File: src/rtl/alu_arbiter_if.sv
// Handshake bundle between the two ALU requesters and the shared arbiter.
interface alu_arbiter_if;
   logic        req0_valid;
   logic        req0_ready;
   logic [4:0]  req0_ctl;
   logic [31:0] req0_a;
   logic [31:0] req0_b;
   logic [4:0]  req0_sa;

   logic        req1_valid;
   logic        req1_ready;
   logic [4:0]  req1_ctl;
   logic [31:0] req1_a;
   logic [31:0] req1_b;
   logic [4:0]  req1_sa;

   logic        rsp0_valid;
   logic        rsp0_ready;
   logic        rsp1_valid;
   logic        rsp1_ready;
   logic [31:0] rsp_data;
   logic        busy;

   modport master (
      output req0_valid, req0_ctl, req0_a, req0_b, req0_sa,
      output req1_valid, req1_ctl, req1_a, req1_b, req1_sa,
      output rsp0_ready, rsp1_ready,
      input  req0_ready, req1_ready,
      input  rsp0_valid, rsp1_valid, rsp_data, busy
   );

   modport slave (
      input  req0_valid, req0_ctl, req0_a, req0_b, req0_sa,
      input  req1_valid, req1_ctl, req1_a, req1_b, req1_sa,
      input  rsp0_ready, rsp1_ready,
      output req0_ready, req1_ready,
      output rsp0_valid, rsp1_valid, rsp_data, busy
   );
endinterface

File: src/rtl/alu_arbiter.sv
// Round-robin arbiter sharing one 32-bit ALU between two requesters,
// with a single result register giving one-cycle latency.
module alu_arbiter (
   input  logic        clk,
   input  logic        rst_n,
   alu_arbiter_if.slave bus
);

   logic        full_q,  full_d;
   logic        owner_q, owner_d;
   logic        prio_q,  prio_d;
   logic [31:0] data_q,  data_d;

   logic        drain;
   logic        can_accept;
   logic        grant;
   logic        req0_ready;
   logic        req1_ready;
   logic        accept;
   logic [4:0]  sel_ctl;
   logic [31:0] sel_a;
   logic [31:0] sel_b;
   logic [4:0]  sel_sa;

   // Bit 4 of ctl is a don't-care in every pattern.
   function automatic logic [31:0] alu_result(
      input logic [4:0]  ctl,
      input logic [31:0] a,
      input logic [31:0] b,
      input logic [4:0]  sa
   );
      logic [31:0] r;
      casez (ctl)
         5'b?0010: r = a + b;
         5'b?0110: r = a - b;
         5'b?0000: r = a & b;
         5'b?0001: r = a | b;
         5'b?0011: r = a ^ b;
         5'b?0111: r = {31'b0, (a < b)};
         5'b?1000: r = b << sa;
         5'b?1100: r = b >> sa;
         default:  r = '0;
      endcase
      return r;
   endfunction

   // Arbitration, handshake and next-state for the result register.
   always_comb begin
      drain      = full_q & (owner_q ? bus.rsp1_ready : bus.rsp0_ready);
      can_accept = ~full_q | drain;
      grant      = (bus.req0_valid & bus.req1_valid) ? prio_q : bus.req1_valid;
      req0_ready = can_accept & bus.req0_valid & ~grant;
      req1_ready = can_accept & bus.req1_valid & grant;
      accept     = req0_ready | req1_ready;

      sel_ctl = grant ? bus.req1_ctl : bus.req0_ctl;
      sel_a   = grant ? bus.req1_a   : bus.req0_a;
      sel_b   = grant ? bus.req1_b   : bus.req0_b;
      sel_sa  = grant ? bus.req1_sa  : bus.req0_sa;

      full_d  = full_q;
      owner_d = owner_q;
      prio_d  = prio_q;
      data_d  = data_q;
      if (accept) begin
         data_d  = alu_result(sel_ctl, sel_a, sel_b, sel_sa);
         owner_d = grant;
         full_d  = 1'b1;
         prio_d  = ~grant;
      end else if (drain) begin
         full_d  = 1'b0;
      end
   end

   // Result register and arbitration state.
   always_ff @(posedge clk or negedge rst_n) begin
      if (!rst_n) begin
         full_q  <= 1'b0;
         owner_q <= 1'b0;
         prio_q  <= 1'b0;
         data_q  <= '0;
      end else begin
         full_q  <= full_d;
         owner_q <= owner_d;
         prio_q  <= prio_d;
         data_q  <= data_d;
      end
   end

   assign bus.req0_ready = req0_ready;
   assign bus.req1_ready = req1_ready;
   assign bus.rsp0_valid = full_q & ~owner_q;
   assign bus.rsp1_valid = full_q & owner_q;
   assign bus.rsp_data   = data_q;
   assign bus.busy       = full_q;

endmodule

File: src/flat_wrapper.sv
// flat-port wrapper written by rule: the top's interface ports become plain ports
module alu_arbiter_flat 
  (clk, rst_n, bus_req0_valid, bus_req0_ctl, bus_req0_a, bus_req0_b, bus_req0_sa, bus_req1_valid, bus_req1_ctl, bus_req1_a, bus_req1_b, bus_req1_sa, bus_rsp0_ready, bus_rsp1_ready, bus_req0_ready, bus_req1_ready, bus_rsp0_valid, bus_rsp1_valid, bus_rsp_data, bus_busy);
  alu_arbiter_if bus_i ();
  input  logic clk;
  input  logic rst_n;
  input wire logic [$bits(bus_i.req0_valid)-1:0] bus_req0_valid;
  input wire logic [$bits(bus_i.req0_ctl)-1:0] bus_req0_ctl;
  input wire logic [$bits(bus_i.req0_a)-1:0] bus_req0_a;
  input wire logic [$bits(bus_i.req0_b)-1:0] bus_req0_b;
  input wire logic [$bits(bus_i.req0_sa)-1:0] bus_req0_sa;
  input wire logic [$bits(bus_i.req1_valid)-1:0] bus_req1_valid;
  input wire logic [$bits(bus_i.req1_ctl)-1:0] bus_req1_ctl;
  input wire logic [$bits(bus_i.req1_a)-1:0] bus_req1_a;
  input wire logic [$bits(bus_i.req1_b)-1:0] bus_req1_b;
  input wire logic [$bits(bus_i.req1_sa)-1:0] bus_req1_sa;
  input wire logic [$bits(bus_i.rsp0_ready)-1:0] bus_rsp0_ready;
  input wire logic [$bits(bus_i.rsp1_ready)-1:0] bus_rsp1_ready;
  output wire logic [$bits(bus_i.req0_ready)-1:0] bus_req0_ready;
  output wire logic [$bits(bus_i.req1_ready)-1:0] bus_req1_ready;
  output wire logic [$bits(bus_i.rsp0_valid)-1:0] bus_rsp0_valid;
  output wire logic [$bits(bus_i.rsp1_valid)-1:0] bus_rsp1_valid;
  output wire logic [$bits(bus_i.rsp_data)-1:0] bus_rsp_data;
  output wire logic [$bits(bus_i.busy)-1:0] bus_busy;
  assign bus_i.req0_valid = bus_req0_valid;
  assign bus_i.req0_ctl = bus_req0_ctl;
  assign bus_i.req0_a = bus_req0_a;
  assign bus_i.req0_b = bus_req0_b;
  assign bus_i.req0_sa = bus_req0_sa;
  assign bus_i.req1_valid = bus_req1_valid;
  assign bus_i.req1_ctl = bus_req1_ctl;
  assign bus_i.req1_a = bus_req1_a;
  assign bus_i.req1_b = bus_req1_b;
  assign bus_i.req1_sa = bus_req1_sa;
  assign bus_i.rsp0_ready = bus_rsp0_ready;
  assign bus_i.rsp1_ready = bus_rsp1_ready;
  assign bus_req0_ready = bus_i.req0_ready;
  assign bus_req1_ready = bus_i.req1_ready;
  assign bus_rsp0_valid = bus_i.rsp0_valid;
  assign bus_rsp1_valid = bus_i.rsp1_valid;
  assign bus_rsp_data = bus_i.rsp_data;
  assign bus_busy = bus_i.busy;
  alu_arbiter u_core (.clk(clk), .rst_n(rst_n), .bus(bus_i));
endmodule
File: config.mk
export PLATFORM = sky130hd
export DESIGN_NAME = alu_arbiter_flat
export DESIGN_NICKNAME = d
export VERILOG_FILES = /design/src/rtl/alu_arbiter_if.sv /design/src/rtl/alu_arbiter.sv /design/src/flat_wrapper.sv
export SDC_FILE = /design/constraint.sdc
export NUM_CORES = 1
export LEC_CHECK = 0
export BUFFER_PORTS_ARGS = -buffer_cell sky130_fd_sc_hd__buf_2
export CAP_MARGIN = 20
export CORE_ASPECT_RATIO = 1.1
export CORE_UTILIZATION = 35
export DETAILED_ROUTE_END_ITERATION = 10
export SLEW_MARGIN = 20
export SYNTH_ARGS = -nofsm -noshare
export SYNTH_HDL_FRONTEND = slang
export SYNTH_SLANG_ARGS = --single-unit
File: constraint.sdc
create_clock -name clk -period 5.6 [get_ports clk]
set_clock_uncertainty 0.1 [all_clocks]
set_input_delay 0.28 -clock clk [delete_from_list [all_inputs] [get_ports clk]]
set_output_delay 0.28 -clock clk [all_outputs]
set_load 0.005 [all_outputs]
Word-level counts from Yosys, hierarchy flattened
Index checks and enable logic that the tools add are counted.
- flip-flop bits (word level): 35
- bits of input ports: 154
- output and inout bits: 37
- word-level logic and storage cells: 43
- add/subtract/negate cells: 2
- $lt $le $gt $ge: 1
- eq/ne operators: 7
- shifts and indexed selects: 2
- muxes and demuxes: 9
- bitwise logic cells: 16
- reduce and logical (&&, ||, !) cells: 2
- operator list (cell ; count):
    $pmux 32 s8 ; 1
    $mux 32 ; 2
    $add 32x32->32 ; 1
    $and 32x32->32 ; 1
    $lt 32x32->1 ; 1
    $or 32x32->32 ; 1
    $shl 32x5->32 ; 1
    $shr 32x5->32 ; 1
    $sub 32x32->32 ; 1
    $xor 32x32->32 ; 1
    $and 1x1->1 ; 8
    $eq 4x2->1 const B ; 2
    $eq 4x3->1 const B ; 2
    $eq 4x4->1 const B ; 2
    $mux 5 ; 1
    $eq 4x1->1 const B ; 1
    $logic_not 4->1 ; 1
    $mux 1 ; 4
    $mux 4 ; 1
    $not 1->1 ; 3
    $or 1x1->1 ; 2
    $reduce_bool 2->1 ; 1

Longest topological paths before layout
- word-level depth: 7
- gate-level depth with buffers: 24
- depth with buffers taken out: 17

Least setup slack after synthesis
Ideal clock, no wire load.
- path kind: reg2reg
- start: reg u_core.prio_q
- end: reg u_core.data_q[28], in the netlist u_core.bus.rsp_data[28]
- arrival: 4.593 ns
- required time: 5.369 ns
- slack: 0.775 ns
- cell stages (with the launch flop): 24
- buffers on the path: 6
- path through: dfrtp_1 -> and2b_4 -> nor2_8 -> buf_6 -> buf_2 -> buf_4 -> buf_2 -> clkbuf_1 -> clkbuf_1 -> nand2_1 -> nand2_1 -> inv_1 -> ha_1 -> inv_1 -> fa_1 -> nor2b_1 -> o21bai_1 -> o311ai_1 -> a2111o_1 -> a21oi_2 -> o31ai_2 -> a21oi_1 -> mux2_2 -> or3_1
- longest elaborated chain between the ends: 4
- elaborated cells between the ends (all ways): 25
- RTL lines (item ; line ; source):
    start, declared ; alu_arbiter.sv:11 ; logic prio_q, prio_d;
    start signal, assigned ; alu_arbiter.sv:85 ; prio_q <= prio_d;
    $mux 1 (*) ; alu_arbiter.sv:51 ; grant = (bus.req0_valid & bus.req1_valid) ? prio_q : bus.req1_valid;
    $mux 32, or another cell as far along ; alu_arbiter.sv:57 ; sel_a = grant ? bus.req1_a : bus.req0_a;
    $sub 32x32->32, or another cell as far along ; alu_arbiter.sv:35 ; 5'b?0110: r = a - b;
    $pmux 32 s8 / $or 1x1->1 (equally long branches) ; alu_arbiter.sv:33, alu_arbiter.sv:54 ;
    end signal, assigned ; alu_arbiter.sv:86 ; data_q <= data_d;
    end, declared ; alu_arbiter.sv:12 ; logic [31:0] data_q, data_d;
Mark *: on every way between the ends. The rest lies on a longest branch, timed or not.
A chain may end at the register's enable or synchronous reset.

Worst setup path in the final report
- start: reg u_core.prio_q
- end: reg u_core.data_q[27], in the netlist u_core.bus.rsp_data[27]
The elaborated chain is that of the path after synthesis.

==> metrics <==
Die ar.=36000 µm²; crit path capture type=register; Routed Antenna Nets=0; CTS buffer count=5; Pleak=6.59 nW; CTS tree=done; post-route minimum period=4.82 ns; CTS Hold Bufs=0; XOR/XNOR Fraction of Synth Area=0.0156; worst hold slack=0.00415 ns; Clock Sinks=35; Slowest-stage cell, CP=or4b_1; CP peak stage delay=0.52 ns; CP startpoint kind=register; relative slew slack=0.327; pwr/cell area=312 nW/µm²; antenna violations before repair=1; io pins=191; largest net degree at the start of global routing=60; Synth Net Count=2089; first-pass GRT wire length=89900 µm; Max Freq=207 MHz; Layout Utilization=0.408; Clock Tree Buf Depth=2; Rows=71; Worst-Skew Late Latency=0.30 ns; Die W=181 µm; max_cap viols=0; largest family of logic cells by synthesized area=compound AO/OA/AOI/OAI gates; fill count=3747; DR DRC count=0; DR pass1 iterations=8; Min-Delay Path Class=input pin to async pin; largest fanout on the critical path=25; area fraction in compound gates after synthesis=0.324; Clock Pin Slew Worst Setup and Hold Paths=0.06 ns; crit path cell chain=and2b_4 > nor2_8 > buf_12 > mux2i_1 > inv_1 > ha_1 > a21o_1 > o21bai_1 > o2111ai_1 > nand3_1 > o22ai_1 > o21ai_0 > buf_4 > mux2i_1 > or4b_1 > mux2_2; Synth Area in Simple Gates=0.231; fin crit share=0.861; Gates resized, CTS repair=0; PortBufs=188; Die H=199 µm; Synth Flop Type=dfrtp_1; Syn Std Cell Area=12300 µm²; GRT overflow=0; Req. time, crit path=5.68 ns; Initial DRC Count=1956; Post-synth EDFFs=0; routed via count=15300; # setup viols final=0; leading cell type in the layout, fill and taps excluded=nand2_1; Routability Congestion=1.01; H-tree Lvls=2; part of the Yosys area used for sequential elements=0.0709; clk root buf=clkbuf_16; status=finished clean; max-slew violations=0; RSZ-0062 raised after global routing=no; FF/Latch Area=876 µm²; pre-CTS setup slack=0.705 ns; GRT Util Overall=0.328; vias in the first global route=14100; kind of critical path=register to register; total wire length=60700 µm; synthesized flop and latch total=35; via density per instance=6.34; area grow syn2layout=14.0%; Async S/R FF share, synth=1.00; nets=2223; post-synthesis cell count=1832; Core Area=34500 µm²; postcts setup bufs=0; cell repeated most along the worst path=mux2i_1; worst vdd ir=0.136 mV; Hold Vio Cnt, Final=0; wire per inst=25.2 µm; final setup margin=0.776 ns; Least-Margin Pin Slew=1.01 ns; placed wire-length estimate=48300 µm; multi-input combinational cell area=10500 µm²; post-synthesis mux area share=0.173; most frequent cells in the layout=325 x nand2_1, 188 x buf_2, 153 x a21oi_1, 147 x mux2i_1, 112 x nor2_1; TNS Setup=0 ns; Mean Syn Cell Area=6.74 µm²; Starting Density=0.358; share of cells above drive strength 1=0.188; CP Data Arrival Time=4.91 ns; Distinct cells, synth=93; YS warnings=0; Synth Area in Adders=0.106; Inserted Diodes=0
## power by group
part           total [mW]  internal (mW)  switching (mW)  leakage [nW]
registers           0.448          0.340           0.108         0.455
logic                3.61           1.29            2.32          6.05
clock network       0.342          0.210           0.132        0.0838
## metrics by stage
stage	power, mW	cells	instance area (µm²)
2_1_floorplan	2.66	1832	12300
3_3_place_gp	3.92	2397	13900
3_5_place_dp	3.93	2397	13900
4_1_cts	4.29	2405	14100
5_1_grt	4.65	2405	14100
6_report	4.40	2405	14100
## sequential cells by signal, indices dropped and copies added, names as in the netlist
name,flops
u_core.bus.rsp_data,32
u_core.bus.busy,1
u_core.prio_q,1
u_core.owner_q,1
## path summary, 6_finish.rpt
| path | start | to | slack, ns | cells after the start |
|---|---|---|---|---|
| max reg2reg | u_core.prio_q | u_core.bus.rsp_data[27] | 0.78 | 16 |
| min in group clk | bus_req0_valid | u_core.prio_q | 0.25 | 3 |
| max | u_core.prio_q | u_core.bus.rsp_data[27] | 0.78 | 16 |
| max in group asynchronous | rst_n | u_core.bus.rsp_data[3] | 4.80 | 1 |
| min | rst_n | u_core.bus.rsp_data[26] | 0.004 | 1 |
| min reg2reg | u_core.prio_q | u_core.prio_q | 0.42 | 1 |
## Yosys cell counts (all sizes together), types with 11 or more instances
cell type  instances  share of area
nand2b            15         0.0078
ha               101           0.10
a31oi             28          0.014
mux2i            151           0.12
nor3              32          0.013
a211oi            32          0.019
a22oi             20          0.012
nand2            326          0.099
nor2b             26          0.013
clkbuf            66          0.020
o21ai            117          0.048
a21oi            154          0.063
o21a              11         0.0067
or3               11         0.0056
o31ai             17          0.011
o221ai            16          0.011
o21bai            20          0.012
buf               74          0.031
nor2             116          0.038
nand3             39          0.016
a21o              19          0.012
inv               96          0.029
and3              17         0.0090
xnor2             19          0.013
mux2              51          0.047
dfrtp             35          0.071
a221oi            23          0.017
o211ai            34          0.021
## kinds of logic after synthesis
kind of cell,count (synthesis)
buf+inv,237
mux,203
compound gates,597
xor+xnor,22
flops,35
fa+ha+maj,103
simple gates,635
## metal layers
layer	routed length (µm)	GRT usage
met2	27000	0.524
met1	26100	0.447
met3	5320	0.0412
met4	2220	0.123
met5	12	0
## worst max-delay path: cells and delay by family, from the launching register on
| kind | cells | cell delay, ns |
|---|---|---|
| compound gates | 5 | 1.26 |
| fa+ha+maj | 1 | 0.39 |
| mux | 3 | 0.70 |
| buf+inv | 3 | 0.49 |
| simple gates | 4 | 1.34 |
| flops | 1 | 0.38 |
## final cells by class
| type | count | area share |
|---|---|---|
| Inverter | 97 | 0.0259 |
| Clock inverter | 3 | 0.00311 |
| Sequential cell | 35 | 0.0622 |
| Multi-Input combinational cell | 1560 | 0.748 |
| Timing Repair Buffer | 267 | 0.113 |
| Clock buffer | 5 | 0.00889 |
| Tap cell | 438 | 0.0389 |
No activity file was read; power rests on OpenSTA's default activity.
